File: src/rtl/fft_mux_16x1_collect.sv
// fft_mux_16x1_collect
// Collects NUM_LANES parallel FFT lanes back into one in-order serial stream.
// Each lane owns a single-entry holding register. A lane pointer drains the
// holds strictly in order 0..NUM_LANES-1 and wraps. A lane that arrives ahead
// of the pointer stays parked with its ready low until the pointer reaches it.
// Lane ready depends on the hold state only, never on the input valid.
module fft_mux_16x1_collect #(
  parameter int DATA_WIDTH = 8,
  parameter int NUM_LANES  = 16,
  localparam int SEL_WIDTH = $clog2(NUM_LANES)
) (
  input  logic                            clk,
  input  logic                            rst,
  input  logic                            clear,
  input  logic [NUM_LANES*DATA_WIDTH-1:0] data_i,
  input  logic [NUM_LANES-1:0]            data_i_valid,
  output logic [NUM_LANES-1:0]            data_i_ready,
  output logic [DATA_WIDTH-1:0]           data_o,
  output logic [SEL_WIDTH-1:0]            data_o_sel,
  output logic                            data_o_valid,
  output logic                            data_o_last,
  input  logic                            data_o_ready,
  output logic [SEL_WIDTH:0]              hold_count
);

  logic [DATA_WIDTH-1:0] hold_data [NUM_LANES];
  logic [NUM_LANES-1:0]  hold_full;
  logic [NUM_LANES-1:0]  capture;
  logic [NUM_LANES-1:0]  drain_mask;
  logic [SEL_WIDTH-1:0]  ptr;
  logic [SEL_WIDTH:0]    cap_count;
  logic                  out_free;
  logic                  drain;

  // A full lane is never ready, so capture and drain of one lane cannot
  // happen on the same edge; a lane freed by a drain reads ready next cycle.
  assign data_i_ready = ~hold_full;
  assign capture      = data_i_valid & ~hold_full;
  assign out_free     = ~data_o_valid | data_o_ready;
  assign drain        = hold_full[ptr] & out_free;

  // One-hot mask of the lane being drained on this edge.
  always_comb begin
    drain_mask = '0;
    if (drain) begin
      drain_mask[ptr] = 1'b1;
    end
  end

  // Number of lanes captured on this edge, used to keep hold_count registered.
  always_comb begin
    cap_count = '0;
    for (int i = 0; i < NUM_LANES; i++) begin
      cap_count = cap_count + (SEL_WIDTH+1)'(capture[i]);
    end
  end

  // Lane data registers; contents are only meaningful while hold_full is set,
  // so no reset is needed here.
  always_ff @(posedge clk) begin
    for (int i = 0; i < NUM_LANES; i++) begin
      if (capture[i]) begin
        hold_data[i] <= data_i[i*DATA_WIDTH +: DATA_WIDTH];
      end
    end
  end

  // Hold occupancy, drain pointer and output register; clear wins over
  // both capture and drain.
  always_ff @(posedge clk or posedge rst) begin
    if (rst) begin
      hold_full    <= '0;
      ptr          <= '0;
      hold_count   <= '0;
      data_o       <= '0;
      data_o_sel   <= '0;
      data_o_valid <= 1'b0;
      data_o_last  <= 1'b0;
    end else if (clear) begin
      hold_full    <= '0;
      ptr          <= '0;
      hold_count   <= '0;
      data_o_valid <= 1'b0;
      data_o_last  <= 1'b0;
    end else begin
      hold_full  <= (hold_full | capture) & ~drain_mask;
      hold_count <= hold_count + cap_count - (SEL_WIDTH+1)'(drain);
      if (drain) begin
        data_o       <= hold_data[ptr];
        data_o_sel   <= ptr;
        data_o_valid <= 1'b1;
        data_o_last  <= (ptr == SEL_WIDTH'(NUM_LANES - 1));
        ptr          <= ptr + SEL_WIDTH'(1);
      end else if (data_o_ready) begin
        data_o_valid <= 1'b0;
        data_o_last  <= 1'b0;
      end
    end
  end

endmodule

File: config.mk
export PLATFORM = sky130hd
export DESIGN_NAME = fft_mux_16x1_collect
export DESIGN_NICKNAME = d
export VERILOG_FILES = /design/src/rtl/fft_mux_16x1_collect.sv
export SDC_FILE = /design/constraint.sdc
export NUM_CORES = 1
export LEC_CHECK = 0
export BUFFER_PORTS_ARGS = -buffer_cell sky130_fd_sc_hd__buf_2
export CORE_UTILIZATION = 55
export CTS_BUF_LIST = sky130_fd_sc_hd__clkbuf_4
export CTS_CLUSTER_DIAMETER = 150
export DETAILED_ROUTE_END_ITERATION = 16
export PLACE_DENSITY = 0.82
export SLEW_MARGIN = 40
export SYNTH_ARGS = -nofsm -noshare
export SYNTH_HDL_FRONTEND = slang
export SYNTH_SLANG_ARGS = --single-unit
File: constraint.sdc
create_clock -name clk -period 6.4 [get_ports clk]
set_clock_uncertainty 0.05 [all_clocks]
set_input_delay 0.64 -clock clk [delete_from_list [all_inputs] [get_ports clk]]
set_output_delay 0.64 -clock clk [all_outputs]
set_load 0.01 [all_outputs]
# After elaboration in Yosys (flattened, before gate mapping)
# Memory sizes are Yosys's and may differ from the RTL's. A register that Yosys moved wholly into a read port is not among the register bits.
# Index checks and enable logic that the tools add are counted.
# word_totals
reg_bits,31
ram_bits,128
output_inout_bits,35
elab_cells,87
mem_count,1
# memory_table
name,depth,width,rd,rd_ports_with_merged_regs,write_ports,line_no,source
hold_data,16,8,1,1,16,26,logic [DATA_WIDTH-1:0] hold_data [NUM_LANES];
# op_classes
addsub,18
magnitude_cmp,2
n_eq_ne,1
n_mux,46
bitwise_logic,9
reduce_logical,4
# op_table
op,n
$add A5 B1 Y5,11
$mux W1,39
$and A16 B16 Y16,2
$mux W16,2
$not A16 Y16,2
$or A16 B16 Y16,1
$mux W4,2
$add A4 B1 Y5,1
$add A5 B5 Y5,1
$lt A4 B5 Y1 const B,1
$mux W5,1
$sub A5 B1 Y5,1
$add A3 B1 Y4,1
$add A4 B1 Y4 const B,1
$bmux W1 S4,1
$demux W1 S4,1
$eq A4 B4 Y1 const B,1
$ge A4 B1 Y1 const B,1
$add A2 B1 Y3,1
$reduce_bool A3 Y1,1
$add A1 B1 Y2,1
$not A1 Y1,2
$reduce_and A2 Y1,1
$reduce_bool A2 Y1,1
other kinds (3),3

# Logic depth before layout (Yosys ltp)
# Gate-level depths: netlist of run 1.
# depth
word_depth,20
depth_mapped,20
depth_no_buf,18

# Worst setup path after synthesis of run 1
# OpenSTA, ideal clock, no wires.
# synth_timing
path_kind,flip-flop to flip-flop
from,reg ptr[1]
to,reg hold_count[4]
setup_ps,132
arrival_ps,4809
slack_ps,1409
stages_incl_launch_ff,19
path_buffers,1
synth_period_minus_slack_ps,4991
path_cell_list,dfrtp_1 > buf_6 > mux2i_1 > a22o_1 > nor4_2 > nor2_1 > inv_1 > ha_1 > fa_1 > fa_1 > fa_1 > fa_1 > fa_1 > inv_1 > fa_1 > a21o_1 > a21oi_1 > xnor2_1 > nor2_1
# synth_via
elab_chain_len,5
# synth_rtl
element,line_no,source
from (decl),30,logic [SEL_WIDTH-1:0] ptr;
from (signal assigned),93,ptr <= ptr + SEL_WIDTH'(1);
$bmux W1 S4,40,assign drain = hold_full[ptr] & out_free;
$mux W1 (implied by the code),40,
$and A1 B1 Y1,40,
$sub A5 B1 Y5,87,hold_count <= hold_count + cap_count - (SEL_WIDTH+1)'(drain);
$mux W5,79,end else if (clear) begin
to (signal assigned),87,
to (decl),23,output logic [SEL_WIDTH:0] hold_count
# Every way passes these cells. The select of a mux whose other input is x is not followed.
# A chain may end at the register's enable or synchronous reset.

# Worst setup path after layout of run 1
# layout_timing
from,reg ptr[3]
to,reg hold_count[4]
# The elaborated chain is that of the path after synthesis.

==> results of run 1 <==
critical path, delay by kind of cell, from the launching register on:
family | cells | cell delay (ps)
buffers and inverters | 2 | 150
AND/OR/NAND/NOR | 4 | 1140
XOR/XNOR | 1 | 140
flip-flops | 1 | 610
AO/OA/AOI/OAI | 3 | 600
adder cells (fa/ha/maj) | 7 | 2770
per-stage QoR:
| step | power [mW] | cell area, um^2 | cells |
|---|---|---|---|
| 5_1_grt | 3.60 | 8670 | 826 |
| 3_3_place_gp | 2.77 | 8410 | 793 |
| 6_report | 3.36 | 8670 | 826 |
| 4_1_cts | 3.38 | 8660 | 825 |
| 3_5_place_dp | 2.84 | 8420 | 793 |
| 2_1_floorplan | 2.44 | 7280 | 444 |
per-layer routing:
layer / track usage (%) / up-vias / wire (um)
li1: - / 2063 / -
met1: 35.3 / 2293 / 6850
met2: 46.2 / 239 / 8960
met3: 6.90 / 30 / 1500
met4: 10.6 / 0 / 380
met5: 0 / - / 0
power breakdown:
group          leakage, nW  switching (mW)  internal (mW)  total [mW]
registers             1.71          0.0681           1.30        1.37
logic                 1.80           0.756          0.687        1.44
clock network        0.132           0.354          0.192       0.546
worst paths after layout:
check                                  from                to  slack, ps  cells after the start
worst min-delay path                    rst         data_o[1]        150                      3
worst min register to register    data_o[6]         data_o[6]        450                      1
min in group clk                data_i[124]  hold_data[15][4]        210                      1
worst max-delay path                 ptr[3]     hold_count[4]        820                     17
max in group asynchronous               rst            ptr[1]       5740                      3
worst max register to register       ptr[3]     hold_count[4]        820                     17
cell type report:
cell class	instances	area [um^2]
multi-input combinational	209	2190
inverter	52	195
antenna	1	2.50
clock buffer	18	135
sequential	167	4820
clock inverter	14	110
timing repair buffer	193	993
tap	172	215
fill	917	4110
sequential cells by signal, indices dropped and copies added (netlist names):
name,count
data_o,8
hold_full,16
data_o_valid,1
data_o_sel,4
data_o_last,1
hold_count,5
ptr,4
hold_data,128
layout by cell type (no fill, tap or decap), types with 17 or more instances in the layout:
master / instances
sky130_fd_sc_hd__buf_2: 182
sky130_fd_sc_hd__edfxtp_1: 128
sky130_fd_sc_hd__inv_1: 52
sky130_fd_sc_hd__dfrtp_1: 37
sky130_fd_sc_hd__mux4_2: 32
sky130_fd_sc_hd__nor2_1: 26
sky130_fd_sc_hd__nand2_1: 21
sky130_fd_sc_hd__ha_1: 18
sky130_fd_sc_hd__clkbuf_4: 18
sky130_fd_sc_hd__a22oi_1: 17
cells by family after synthesis:
group / after synthesis / share of synthesized area [%]
and+or+nand+nor: 70 / 4.50
AOI/OAI and AO/OA: 49 / 5.31
xor gates and xnor gates: 8 / 0.963
DFF: 167 / 66.2
muxes: 52 / 12.8
adders and majority gates: 30 / 6.39
buffers and inverters: 68 / 3.78
==> results.txt, run 1 <==
----------------------------------------------------
[Routing]
  Wire length after detailed routing ... 17700 um
  Number of nets still failing antenna checks after routing ... 0
  DRT Pass-1 Iters ... 5
  Detailed-route vias per instance ... 5.60
  Vias post-DR ... 4625
  Wire length per cell ... 21.4 um
  DRC violation count after routing ... 0
  Number of DRC markers in iteration 0 ... 410

[Synth]
  Cell type with the highest aggregate area in the netlist ... sky130_fd_sc_hd__edfxtp_1
  Total of warnings raised by yosys ... 0
  Sequential-to-total area share from yosys stat ... 66.2%
  Fraction of synthesized cell area taken by the top area cell type ... 52.8%
  Share of synthesized registers carrying an async set or reset ... 23.4%
  Post-synthesis average cell area ... 16.4 um^2
  Mapped Cells ... 444
  Count of flip-flops with a built-in enable after synthesis ... 128
  Cell area after synthesis ... 7280 um^2
  Most numerous cell in the Yosys netlist ... sky130_fd_sc_hd__edfxtp_1
  Cell types occupying the most area after synthesis ... sky130_fd_sc_hd__edfxtp_1 (53%), sky130_fd_sc_hd__dfrtp_1 (13%), sky130_fd_sc_hd__mux4_2 (9.9%)
  Most instantiated flip-flop cell in the synthesis netlist ... sky130_fd_sc_hd__edfxtp_1
  Synthesized flop and latch total ... 167
  Distinct cell type count of the synthesized netlist ... 40
  Post-Synthesis Net Count ... 622
  Top cells by count, synth ... sky130_fd_sc_hd__edfxtp_1 (128), sky130_fd_sc_hd__inv_1 (52), sky130_fd_sc_hd__dfrtp_1 (39)

[Timing]
  Worst Hold Slack ... 151 ps
  Total of endpoints with negative setup slack in the final report ... 0
  Final Hold Viols ... 0
  Unrepaired setup endpoints after global routing ... no
  Setup slack after layout ... 823 ps
  Post-layout min period ... 5580 ps
  Worst Max-Slew Pin Slew ... 729 ps
  Setup TNS ... 0 ps
  Total count of max-transition violations in the final report ... 0
  Highest Clock Rate ... 179 MHz
  Period Utilization, post-route ... 87.1%
  Relative max-transition margin ... 51.0%

[Setup path]
  Worst setup SP type ... flip-flop
  Most prevalent standard cell on the critical path ... sky130_fd_sc_hd__fa_1
  Critical-path cell with the highest stage delay ... sky130_fd_sc_hd__nor4_2
  Type of destination of the critical path ... flip-flop
  Kind of critical path ... flip-flop to flip-flop
  Highest cell delay on the worst timing path ... 630 ps
  Required time at the worst-slack endpoint ... 6760 ps
  Arrival time reported for the critical path endpoint ... 5940 ps
  Critical-path cell list ... and2_1 -> a22o_1 -> nor4_2 -> nor2_1 -> inv_1 -> ha_1 -> fa_1 -> fa_1 -> fa_1 -> fa_1 -> fa_1 -> inv_1 -> fa_1 -> a21o_1 -> a21oi_1 -> xnor2_1 -> nor2_1
  CP Max Fanout ... 19

[Layout]
  Final core utilization ... 67.8%
  Nets@finish ... 818
  Fraction of final layout cells with drive strength greater than 1 ... 40.1%
  Layout Area Growth over Synthesis ... 19.0%

[Global routing]
  Maximum number of pins on one net before global-route repair ... 40
  Global-route usage over all layers ... 27.7%
  Antenna violations before repair ... 1
  Global-route wire length before repair ... 26400 um
  Vias in the first global route ... 5013
  Total congestion overflow after global routing ... 0

[Placement]
  Pre-CTS setup slack ... 838 ps
  Half-perimeter wire length of the detailed placement result ... 13400 um
  GP Congestion ... 0.876
  PortBufs ... 182

[Power and ir drop]
  Ratio of total power to cell area ... 388 nW/um^2
  Maximum vdd drop ... 343 uV
  Leak pwr ... 3.64 nW

[Floorplan]
  Core area ... 12800 um^2
  Starting density of the core ... 57.0%
  Die Area ... 13700 um^2
  I/O pin count ... 183
  DIE WIDTH ... 117 um
  Height of the die ... 117 um
  Number of rows in the core area ... 41

[Flow run]
  Max-cap check violation count ... 0

[Clocking]
  Htree depth ... 4
  Clk_lat worst skew ... 550 ps
  CTS max path bufs ... 2
  CTS buffer count ... 17
  TritonCTS clock tree ... yes
  Number of buffers inserted by post-CTS setup repair ... 0
  Post-CTS resize count ... 0
  CTS hold repair buffers ... 0
  Clock tree root driver cell ... sky130_fd_sc_hd__clkbuf_4
  Sinks on Clock Net ... 167
  Worst-path clk slew ... 130 ps

[Run status]
  Result of the run ... completed

[Hold path]
  Path category of the worst min-delay check ... input pin to async pin

----------------------------------------------------
No activity file was read; power rests on OpenSTA's default activity.
==> inputs of run 2 (changes only) <==
--- a/config.mk
+++ b/config.mk
@@ -6,11 +6,14 @@
 export NUM_CORES = 1
 export LEC_CHECK = 0
 export BUFFER_PORTS_ARGS = -buffer_cell sky130_fd_sc_hd__buf_2
-export CORE_UTILIZATION = 55
+export CELL_PAD_IN_SITES_DETAIL_PLACEMENT = 1
+export CELL_PAD_IN_SITES_GLOBAL_PLACEMENT = 1
+export CORE_UTILIZATION = 45
 export CTS_BUF_LIST = sky130_fd_sc_hd__clkbuf_4
 export CTS_CLUSTER_DIAMETER = 150
 export DETAILED_ROUTE_END_ITERATION = 16
-export PLACE_DENSITY = 0.82
+export PLACE_DENSITY_LB_ADDON = 0.1
+export RECOVER_POWER = 25
 export SLEW_MARGIN = 40
 export SYNTH_ARGS = -nofsm -noshare
 export SYNTH_HDL_FRONTEND = slang
==> results.txt, run 2 (synthesis results as in run 1) <==
----------------------------------------------------
[Run status]
  Result of the run ... completed

[Layout]
  Final instance count without filler cells ... 871
  Register area ... 4820 um^2
  Final core utilization ... 55.4%
  Area taken by multi-input logic gates ... 2190 um^2
  Nets@finish ... 818
  Leading registers by flop count ... hold_data x128, hold_full x16, data_o x8
  Fraction of final layout cells with drive strength greater than 1 ... 40.4%
  Non-Filler Cell Area, Final ... 8770 um^2
  Max FFs per register ... 128
  Layout filler cell count ... 1603
  Layout Area Growth over Synthesis ... 20.5%
  Commonest non-fill, non-tap cell in the layout ... sky130_fd_sc_hd__buf_2
  Top library cells by usage in the layout, fill and taps aside ... sky130_fd_sc_hd__buf_2 (182), sky130_fd_sc_hd__edfxtp_1 (128), sky130_fd_sc_hd__inv_1 (52), sky130_fd_sc_hd__dfrtp_1 (37), sky130_fd_sc_hd__mux4_2 (32)
  Most flop-heavy register ... hold_data

[Global routing]
  Total congestion overflow after global routing ... 0
  Global-route usage over all layers ... 24.7%
  Maximum number of pins on one net before global-route repair ... 40
  GR met1 Demand/Resource ... 29.9%
  Global-route wire length before repair ... 29200 um
  Antenna violations before repair ... 4
  Vias in the first global route ... 5103
  Met2 track demand over resource in global routing ... 44.3%
  Routing usage on met3 ... 5.90%
  GRT Max-Usage Layer ... met2

[Setup path]
  Required time at the worst-slack endpoint ... 6750 ps
  Kind of critical path ... flip-flop to flip-flop
  Worst R2R Path Depth ... 17
  Arrival time reported for the critical path endpoint ... 6040 ps
  Critical-path cell with the highest stage delay ... sky130_fd_sc_hd__dfrtp_2
  Critical-path cell list ... mux2i_1 -> a22o_1 -> nor4_2 -> nor2_1 -> inv_1 -> ha_1 -> fa_1 -> fa_1 -> fa_1 -> fa_1 -> fa_1 -> inv_1 -> fa_1 -> a21o_1 -> a21oi_1 -> xnor2_1 -> nor2_1
  Highest cell delay on the worst timing path ... 680 ps
  R2R setup slack ... 720 ps
  Reg2Reg Capture Point ... hold_count[4]
  CP Max Fanout ... 18
  Type of destination of the critical path ... flip-flop
  Worst setup SP type ... flip-flop
  Startpoint of the most critical register-to-register path ... ptr[1]
  Most prevalent standard cell on the critical path ... sky130_fd_sc_hd__fa_1

[Clocking]
  Clock tree root driver cell ... sky130_fd_sc_hd__clkbuf_4
  CTS hold repair buffers ... 0
  Clk_lat worst skew ... 530 ps
  Sinks on Clock Net ... 167
  CTS buffer count ... 17
  Number of buffers inserted by post-CTS setup repair ... 0
  Htree depth ... 4
  CTS max path bufs ... 2
  Worst-path clk slew ... 140 ps
  Post-CTS resize count ... 0
  TritonCTS clock tree ... yes

[Timing]
  Final Hold Viols ... 0
  Setup TNS ... 0 ps
  Highest Clock Rate ... 176 MHz
  Post-layout min period ... 5680 ps
  Relative max-transition margin ... 48.5%
  Total count of max-transition violations in the final report ... 0
  Worst Max-Slew Pin Slew ... 766 ps
  Unrepaired setup endpoints after global routing ... no
  Period Utilization, post-route ... 88.8%
  Total of endpoints with negative setup slack in the final report ... 0

[Placement]
  Area of placed instances ... 8470 um^2
  GP Congestion ... 0.823
  PortBufs ... 182
  Half-perimeter wire length of the detailed placement result ... 14500 um
  Number of instances in the placed design ... 837

[Power and ir drop]
  Combinational Power Share ... 41.9%
  Leak pwr ... 3.68 nW
  Part of the power in registers ... 39.7%
  Power Internal ... 2.28 mW
  Switching power summed over all nets ... 1.21 mW
  Switching Fraction ... 34.7%
  Ratio of total power to cell area ... 397 nW/um^2
  Maximum vdd drop ... 387 uV
  Share of total power in the clock network ... 18.4%

[Routing]
  Wire length after detailed routing ... 19500 um
  DRC violation count after routing ... 0
  Detailed-route vias per instance ... 5.22
  Number of nets still failing antenna checks after routing ... 0
  Vias post-DR ... 4546
  DRT Pass-1 Iters ... 4
  Wire length per cell ... 22.4 um
  Number of DRC markers in iteration 0 ... 209

[Floorplan]
  Height of the die ... 129 um
  I/O pin count ... 183
  Starting density of the core ... 46.0%
  Die Area ... 16700 um^2
  Core area ... 15800 um^2
  DIE WIDTH ... 129 um
  Number of rows in the core area ... 46

[Flow run]
  Max-cap check violation count ... 0

[Hold path]
  Path category of the worst min-delay check ... input pin to async pin

----------------------------------------------------
## run 2: cell count changes in the layout (fill, tap and decap cells not counted), sizes merged
cell and change:
clkinvlp -1, inv +1, bufinv +2, clkbuf +1, diode +1, clkinv -3
## run 2: power groups by stage
stage,combinational [mW],clock (mW),sequential [mW]
floorplan,1.05,0,1.39
global placement,1.40,0,1.40
detailed placement,1.46,0,1.41
CTS,1.49,0.656,1.39
global route,1.64,0.696,1.40
finish,1.46,0.642,1.38
## run 2: worst max path at each step
stage          startpoint       endpoint  cells after the start
2_1_floorplan      ptr[1]  hold_count[4]                     18
3_3_place_gp       ptr[1]  hold_count[4]                     17
3_5_place_dp       ptr[1]  hold_count[4]                     17
4_1_cts            ptr[1]  hold_count[4]                     17
5_1_grt            ptr[1]  hold_count[4]                     17
6_report           ptr[1]  hold_count[4]                     17
## run 2: final cells by class
class	count	area share (%)
inverters	52	2.22
diodes	2	0.0570
repair buffers	193	11.3
well taps	216	3.08
clock inverters	13	1.74
clock buffers	19	1.63
multi-input cells	209	25.0
flip-flops and latches	167	55.0
## run 2: per-stage QoR
| stage | power [mW] | hold WS, ps | setup WS, ps |
|---|---|---|---|
| after floorplan | 2.44 | 466 | 1410 |
| after global placement | 2.81 | 415 | 925 |
| after detailed placement | 2.87 | 425 | 792 |
| after CTS | 3.53 | 145 | 695 |
| after global routing | 3.74 | 151 | 431 |
| final | 3.49 | 171 | 716 |
## run 2: worst max-delay path: cells and delay by family, from the launching register on
| kind | cells | cell delay, ps |
|---|---|---|
| AOI/OAI and AO/OA | 3 | 660 |
| xor gates and xnor gates | 1 | 140 |
| adders and majority gates | 7 | 2830 |
| buffers and inverters | 2 | 160 |
| DFF | 1 | 680 |
| muxes | 1 | 140 |
| and+or+nand+nor | 3 | 870 |
## run 2: metal layers
layer  part of all wire, %  up-vias
li1                      -     2052
met1                    40     2337
met2                    53      134
met3                   5.2       19
met4                   1.5        4
met5                  0.12        -
